==> src/rtl/design_select_seq.sv <==
// Sequencer for the top_design_mux selection pair. Every design change parks the mux on
// an unused ID for a guard interval first, and the block reports the last ID it committed.
module design_select_seq #(
    parameter logic [3:0]  PARK_ID      = 4'd14,
    parameter int unsigned GUARD_CYCLES = 16,
    parameter int unsigned PULSE_W      = 2,
    parameter int unsigned CNT_W        = 8
) (
    input  logic       wb_clk_i,
    input  logic       wb_rst_i,
    input  logic       req_stb,
    input  logic [3:0] req_id,
    output logic       sel_clk,
    output logic [3:0] sel_id,
    output logic       busy,
    output logic [3:0] cur_id,
    output logic       cur_valid,
    output logic       overrun
);

    typedef enum logic [3:0] {
        StIdle,
        StPSet,
        StPHi,
        StPHld,
        StGuard,
        StTSet,
        StTHi,
        StTHld,
        StAck
    } state_e;

    localparam logic [CNT_W-1:0] PulseLoad = CNT_W'(PULSE_W - 1);
    localparam logic [CNT_W-1:0] GuardLoad = CNT_W'(GUARD_CYCLES - 1);

    state_e            state_q, state_d;
    logic [CNT_W-1:0]  cnt_q, cnt_d;
    logic [3:0]        tgt_q, tgt_d;
    logic              s1_q, s2_q, s3_q;
    logic              sel_clk_q, sel_clk_d;
    logic [3:0]        sel_id_q, sel_id_d;
    logic              busy_q, busy_d;
    logic [3:0]        cur_id_q, cur_id_d;
    logic              cur_valid_q, cur_valid_d;
    logic              overrun_q, overrun_d;
    logic              start;

    assign start = s2_q & ~s3_q;

    always_comb begin
        state_d     = state_q;
        cnt_d       = cnt_q;
        tgt_d       = tgt_q;
        cur_id_d    = cur_id_q;
        cur_valid_d = cur_valid_q;
        overrun_d   = overrun_q | (start & (state_q != StIdle));

        unique case (state_q)
            StIdle: begin
                if (start) begin
                    tgt_d = req_id;
                    if (req_id == cur_id_q && cur_valid_q) begin
                        state_d = StAck;
                    end else if (req_id == PARK_ID) begin
                        state_d = StTSet;
                    end else begin
                        state_d = StPSet;
                    end
                end
            end
            StPSet:  state_d = StPHi;
            StPHi:   if (cnt_q == '0) state_d = StPHld;
            StPHld:  state_d = StGuard;
            StGuard: if (cnt_q == '0) state_d = StTSet;
            StTSet:  state_d = StTHi;
            StTHi:   if (cnt_q == '0) state_d = StTHld;
            StTHld:  state_d = StAck;
            StAck: begin
                cur_id_d    = tgt_q;
                cur_valid_d = 1'b1;
                state_d     = StIdle;
            end
            default: state_d = StIdle;
        endcase

        // Counter reloads on every state entry and saturates at zero.
        if (state_d != state_q) begin
            unique case (state_d)
                StPHi, StTHi: cnt_d = PulseLoad;
                StGuard:      cnt_d = GuardLoad;
                default:      cnt_d = '0;
            endcase
        end else if (cnt_q != '0) begin
            cnt_d = cnt_q - 1'b1;
        end

        // Outputs are registered copies of the next state's decode.
        sel_clk_d = (state_d == StPHi) || (state_d == StTHi);
        busy_d    = (state_d != StIdle);
        sel_id_d  = sel_id_q;
        if (state_d == StPSet) sel_id_d = PARK_ID;
        if (state_d == StTSet) sel_id_d = tgt_d;
    end

    always_ff @(posedge wb_clk_i) begin
        if (wb_rst_i) begin
            state_q     <= StIdle;
            cnt_q       <= '0;
            tgt_q       <= '0;
            s1_q        <= 1'b0;
            s2_q        <= 1'b0;
            s3_q        <= 1'b0;
            sel_clk_q   <= 1'b0;
            sel_id_q    <= PARK_ID;
            busy_q      <= 1'b0;
            cur_id_q    <= '0;
            cur_valid_q <= 1'b0;
            overrun_q   <= 1'b0;
        end else begin
            state_q     <= state_d;
            cnt_q       <= cnt_d;
            tgt_q       <= tgt_d;
            s1_q        <= req_stb;
            s2_q        <= s1_q;
            s3_q        <= s2_q;
            sel_clk_q   <= sel_clk_d;
            sel_id_q    <= sel_id_d;
            busy_q      <= busy_d;
            cur_id_q    <= cur_id_d;
            cur_valid_q <= cur_valid_d;
            overrun_q   <= overrun_d;
        end
    end

    assign sel_clk   = sel_clk_q;
    assign sel_id    = sel_id_q;
    assign busy      = busy_q;
    assign cur_id    = cur_id_q;
    assign cur_valid = cur_valid_q;
    assign overrun   = overrun_q;

endmodule

==> config.mk <==
export PLATFORM = sky130hd
export DESIGN_NAME = design_select_seq
export DESIGN_NICKNAME = d
export VERILOG_FILES = /design/src/rtl/design_select_seq.sv
export SDC_FILE = /design/constraint.sdc
export NUM_CORES = 1
export LEC_CHECK = 0
export ABC_AREA = 0
export ABC_CLOCK_PERIOD_IN_PS = 3500
export CAP_MARGIN = 20
export CELL_PAD_IN_SITES_DETAIL_PLACEMENT = 2
export CELL_PAD_IN_SITES_GLOBAL_PLACEMENT = 2
export CORE_AREA = 2 2 66 68
export CTS_CLUSTER_SIZE = 12
export DETAILED_ROUTE_END_ITERATION = 6
export DIE_AREA = 0 0 68 70
export PLACE_DENSITY_LB_ADDON = 0.1
export SETUP_SLACK_MARGIN = 0.3
export SLEW_MARGIN = 10
export SYNTH_ARGS = -nofsm -noshare
export SYNTH_HDL_FRONTEND = slang
export SYNTH_SLANG_ARGS = --single-unit
==> constraint.sdc <==
create_clock -name wb_clk_i -period 3.5 [get_ports wb_clk_i]
set_input_delay 0.7 -clock wb_clk_i [delete_from_list [all_inputs] [get_ports wb_clk_i]]
set_output_delay 0.7 -clock wb_clk_i [all_outputs]
set_load 0.05 [all_outputs]
==> reports/results.ini, run 1 <==
[outcome]
status = complete, no violations

[floorplan]
rows = 24
die_area_um2 = 4760
die_x_um = 68
initial_core_util_pct = 34.1
io_pins = 19
die_height_um = 70
design.core.area_um2 = 4140

[clock_tree]
hold_buffers = 0
root_buffer = clkbuf_8
cts_tree = yes
cts_setup_buffers = 0
cts_sinks = 31
clk_path_buf_depth = 2
post_cts_resized = 0
cts-buffers-inserted = 5
clk_pin_slew_worst_paths_ps = 70
ctsHtreeMaxLevel = 2
insertion_delay_ps = 290

[place]
placed_area_um2 = 1630
io_buffers = 18
gp_congestion = 0.707
place_hpwl_um = 2810

[global_route]
grt_pass1_vias = 1238
grt_max_degree = 20
grt_overflow = 0
grt_pass1_wl_um = 6460
grt_use_total_pct = 18.3
antenna_found_initial = 0

[synth]
yosysUniqueCellTypes = 43
avgSynthCellArea_um2 = 9.41
ys_seq_area_share_pct = 44.0
ys.flop_type = dfxtp_1
synth_nets = 158
synth_top_area_cell = dfxtp_1
ys_ff_latch = 31
synth_top_area_share_pct = 44.0
syn_inst = 150
synth_edf_count = 0
synthTopCellsByArea = dfxtp_1, nor2_1, mux2i_1
ys_warn_count = 0
ys_async_sr_fraction_pct = 0
netlist_area_um2 = 1410

[setup_path]
start_kind = input pin
max_stage_delay_ps = 570
worst_setup_path_end_kind = flip-flop
path_class = in -> reg
cp.required_ps = 3720
cp_max_fo = 10
regToRegStartpoint = cnt_q[0]$_SDFFE_PP0P_
crit_chain = clkdlybuf4s50_1, xor2_1, o311ai_2, nand3b_4, a2111oi_0, a2bb2oi_1
critPathTopFamily = compound AO/OA/AOI/OAI gates
reg2regPathDepth = 7
cpMaxStageDelayCell = a2111oi_0
critPathBufInv = 1
cp_data_arrival_time_ps = 2670
r2r_setup_slack_ps = 1340
regToRegEndpoint = cnt_q[0]$_SDFFE_PP0P_

[timing]
setup_tns_ps = 0
finalMaxSlewViolations = 0
min_period_ps = 2460
hold_viol = 0
whs_ps = 462
slew-limit-headroom_pct = 56.6
setup-violations-final = 0
rsz0062_at_grt = no
finalCritPeriodShare_pct = 70.2
clock.fmax_ghz = 0.407
fin_worst_skew_ps = 5.94
worst_pin_slew_ps = 642

[cells_and_area]
diodes = 0
nNetsFinal = 177
drive_gt1_share_pct = 7.65
utilization_pct = 41.6
nFillCells = 446
syn_to_final_growth_pct = 22.3
final_area_um2 = 1730

[drt]
via_per_inst = 5.18
drc = 0
drt_iter0_drc = 31
wl_um = 3720
drt-pass1-iter-count = 4
dr_total_vias = 1149
wl_per_cell_um = 16.8
postRouteAntennaNets = 0

[hold_path]
hold_path.class = reg -> reg
hold_path_depth = 1
holdPathEnd = s2_q$_SDFF_PP0_
min-delay-start = s1_q$_SDFF_PP0_

[power]
total_leakage_power_nw = 0.665
pwr_density_cell_nw_per_um2 = 665
ir_drop_mv = 0.212

[run]
cap_violations = 0

kinds of logic after synthesis:
logic type	after synthesis	share of synthesized area, %
xor gates and xnor gates	9	5.58
DFF	31	44.0
buffers and inverters	9	3.28
and+or+nand+nor	69	27.6
adders and majority gates	1	0.886
AOI/OAI and AO/OA	23	13.0
muxes	8	5.67
cells in the mapped netlist (all sizes together) (2+ instances only):
| library cell | instances |
|---|---|
| nor4 | 2 |
| xnor2 | 4 |
| nor2 | 22 |
| clkbuf | 3 |
| nand3 | 2 |
| nand2b | 5 |
| inv | 2 |
| xor2 | 5 |
| nor3 | 8 |
| a211oi | 3 |
| a41oi | 3 |
| a21oi | 8 |
| dfxtp | 31 |
| mux2i | 8 |
| buf | 4 |
| nand2 | 10 |
| nand3b | 2 |
| nor2b | 7 |
how the worst max path moves through the flow:
stage | start | depth (start not counted) | endpoint
final | req_id[1] | 6 | cnt_q[0]$_SDFFE_PP0P_
after global routing | req_id[0] | 6 | cnt_q[0]$_SDFFE_PP0P_
after CTS | req_id[1] | 6 | cnt_q[0]$_SDFFE_PP0P_
after detailed placement | req_id[1] | 6 | cnt_q[0]$_SDFFE_PP0P_
after global placement | req_id[1] | 6 | cnt_q[0]$_SDFFE_PP0P_
after floorplan | req_id[1] | 5 | cnt_q[0]$_SDFFE_PP0P_
layout make-up:
type	count	area [um2]	share of cell area, %
Timing Repair Buffer	19	188	10.9
Inverter	2	7.51	0.435
Multi-Input combinational cell	110	744	43.1
Sequential cell	31	621	36.0
Tap cell	52	65.1	3.77
Clock buffer	8	100	5.80
layout by cell type, fill, tap and decap left out, types with 2 or more instances in the layout:
cell / synthesis / layout
a211oi_1: 3 / 3
a21oi_1: 8 / 8
a41oi_1: 3 / 3
clkbuf_8: 0 / 7
clkdlybuf4s50_1: 0 / 18
dfxtp_1: 31 / 31
inv_1: 2 / 2
mux2i_1: 8 / 8
nand2_1: 10 / 10
nand2b_1: 5 / 5
nand3_1: 2 / 2
nor2_1: 22 / 22
nor2b_1: 7 / 7
nor3_1: 8 / 8
xnor2_1: 4 / 4
xor2_1: 5 / 5
worst register-to-register path, stage by stage, from the launching register on:
cell       delay, ps
dfxtp_1          320
inv_1             70
ha_1             250
nor4b_1          200
and4b_1          240
nand3b_4         220
a2111oi_0        570
a2bb2oi_1        220
layer usage:
layer	vias to the layer above	track usage, %	routed length, um
li1	563	-	-
met1	566	23.6	1720
met2	14	28.9	1840
met3	6	5.64	111
met4	0	5.33	53
met5	-	0	0
state kept, by name, summed over array words and instances (netlist names):
| signal | cells |
|---|---|
| state_q | 4 |
| cur_id | 4 |
| sel_clk | 1 |
| s1_q | 1 |
| cur_valid | 1 |
| overrun | 1 |
| tgt_q | 4 |
| busy | 1 |
| s2_q | 1 |
| s3_q | 1 |
| sel_id | 4 |
| cnt_q | 8 |
report_power, final:
part	internal (W)	switching [W]	leakage [nW]
logic	0.000167	0.000217	0.361
registers	0.000403	0.0000455	0.252
clock network	0.000179	0.000136	0.0515
through the flow:
step / setup WS, ps / power (W) / instances
after floorplan: 1510 / 0.000742 / 150
after global placement: 773 / 0.000817 / 214
after detailed placement: 793 / 0.000842 / 214
after CTS: 1040 / 0.00116 / 222
after global routing: 966 / 0.00124 / 222
final: 1040 / 0.00115 / 222
No activity file was read; power rests on OpenSTA's default activity.
==> inputs of run 2 (changes only) <==
- ABC_CLOCK_PERIOD_IN_PS: 3500 -> 2200
- CORE_AREA: 2 2 66 68 -> 2 2 72 74
- DIE_AREA: 0 0 68 70 -> 0 0 74 76
- clock period: 3.5 -> 2.2 ns (I/O delays scaled with it)
==> run 2 against run 1 <==
Against the previous run: register-to-register slack worse by 1000 ps; final cell count is 10% higher; worst hold slack worse by 3.4 ps; highest routed layer unchanged; cell area is 8.6% higher; utilization is 3.5 points lower; non-clock buffer count is 5 higher.
==> reports/results.ini, run 2 (synthesis results as in run 1) <==
[cells_and_area]
layout_commonest_cell = dfxtp_1
largest_register_ff_count = 8
syn_to_final_growth_pct = 32.7
drive_gt1_share_pct = 18.9
diodes = 0
final_area_um2 = 1870
nNetsFinal = 182
mostFrequentLayoutCells = dfxtp_1, nor2_1, nand2_1
largest_register = cnt_q
instances_no_fill = 245

[power]
ir_drop_mv = 0.244
pwr_density_cell_nw_per_um2 = 992
total_leakage_power_nw = 0.773
fin_total_pwr_w = 0.00186

[global_route]
grt_overflow = 0
grt_use_total_pct = 14.7
antenna_found_initial = 0
grt_pass1_wl_um = 6330
grt_max_degree = 28
grt_pass1_vias = 1297

[setup_path]
cp_data_arrival_time_ps = 2020
cp_max_fo = 5
r2r_setup_slack_ps = 340
worst_setup_path_end_kind = flip-flop
start_kind = input pin
cp.required_ps = 2340
path_class = in -> reg

[timing]
clock.fmax_ghz = 0.534
whs_ps = 458
fin_worst_skew_ps = 5.93
setup-violations-final = 0
worst_pin_slew_ps = 507
slew-limit-headroom_pct = 66.1
finalMaxSlewViolations = 0
hold_viol = 0
finalCritPeriodShare_pct = 85.2
rsz0062_at_grt = yes
min_period_ps = 1870

[drt]
wl_um = 3820
drc = 0
postRouteAntennaNets = 0
via_per_inst = 4.75
drt-pass1-iter-count = 4
dr_total_vias = 1164
drt_iter0_drc = 29
wl_per_cell_um = 15.6

[place]
io_buffers = 18
placed_cells = 237
place_hpwl_um = 2870
gp_congestion = 0.714
placed_area_um2 = 1690

[floorplan]
io_pins = 19
rows = 26
die_height_um = 76
die_area_um2 = 5620
design.core.area_um2 = 4910
die_x_um = 74
initial_core_util_pct = 28.7

[outcome]
status = complete, no violations

[clock_tree]
cts-buffers-inserted = 5
hold_buffers = 0
clk_pin_slew_worst_paths_ps = 70
root_buffer = clkbuf_8
cts_tree = yes
clk_path_buf_depth = 2
insertion_delay_ps = 280
cts_sinks = 31
ctsHtreeMaxLevel = 2

[run]
cap_violations = 0

[hold_path]
hold_path.class = reg -> reg

run 2: cell types whose count changed in the layout (fill, tap and decap cells not counted), moves of 2 or more:
| cell | change |
|---|---|
| a211oi_2 | +3 |
| buf_4 | +4 |
| clkdlybuf4s50_1 | -12 |
| a41oi_2 | +3 |
| dfxtp_2 | +5 |
| dlygate4sd2_1 | +6 |
| a41oi_1 | -3 |
| dfxtp_1 | -5 |
| dlymetal6s2s_1 | +6 |
| clkbuf_8 | -2 |
| a211oi_1 | -3 |
run 2: where the power goes:
group          leakage (nW)  total, W  internal [W]  switching (W)
Sequential            0.255  0.000724      0.000642      0.0000821
Clock                0.0422  0.000425      0.000222       0.000204
Combinational         0.476  0.000708      0.000334       0.000373
Total                 0.773   0.00186       0.00120       0.000659
run 2: critical path: stages:
cell             delay [ps]
clkdlybuf4s50_1         470
or4b_4                  520
o32ai_4                 420
a41oi_2                 170
run 2: path summary, 6_finish.rpt:
check / cells past startpoint / end / start
worst max-delay path: 4 / sel_id[3]$_SDFFE_PP1P_ / req_id[0]
worst min register to register: 1 / s2_q$_SDFF_PP0_ / s1_q$_SDFF_PP0_
worst max register to register: 4 / sel_id[3]$_SDFFE_PP1P_ / state_q[3]$_SDFF_PP0_
worst min-delay path: 1 / s2_q$_SDFF_PP0_ / s1_q$_SDFF_PP0_
run 2: per-stage QoR:
step / setup WS [ps] / utilization (%) / setup TNS, ps
after floorplan: 319 / - / 0
after global placement: -103 / 34.4 / -368
after detailed placement: -112 / 34.4 / -417
after CTS: 286 / 37.0 / 0
after global routing: 248 / 38.1 / 0
final: 326 / 38.1 / 0
run 2: per-layer routing:
layer	wire length (um)	global-route usage, %	vias to the layer above
li1	-	-	573
met1	1610	16.9	569
met2	2050	25.8	16
met3	107	4.23	6
met4	54	4.36	0
met5	0	0	-
run 2: layout make-up:
class                           instances  area, um2
Clock buffer                            7       76.3
Clock inverter                          1       5.00
Timing Repair Buffer                   24        236
Multi-Input combinational cell        110        833
Inverter                                2       7.51
Tap cell                               70       87.6
Fill cell                             550       3040
Sequential cell                        31        627
run 2: timing repair:
action | in CTS | in global routing
pin swaps | 2 | 5
setup endpoints to repair | 15 | 16
gates resized for setup | 16 | 15
buffers inserted | 0 | 0
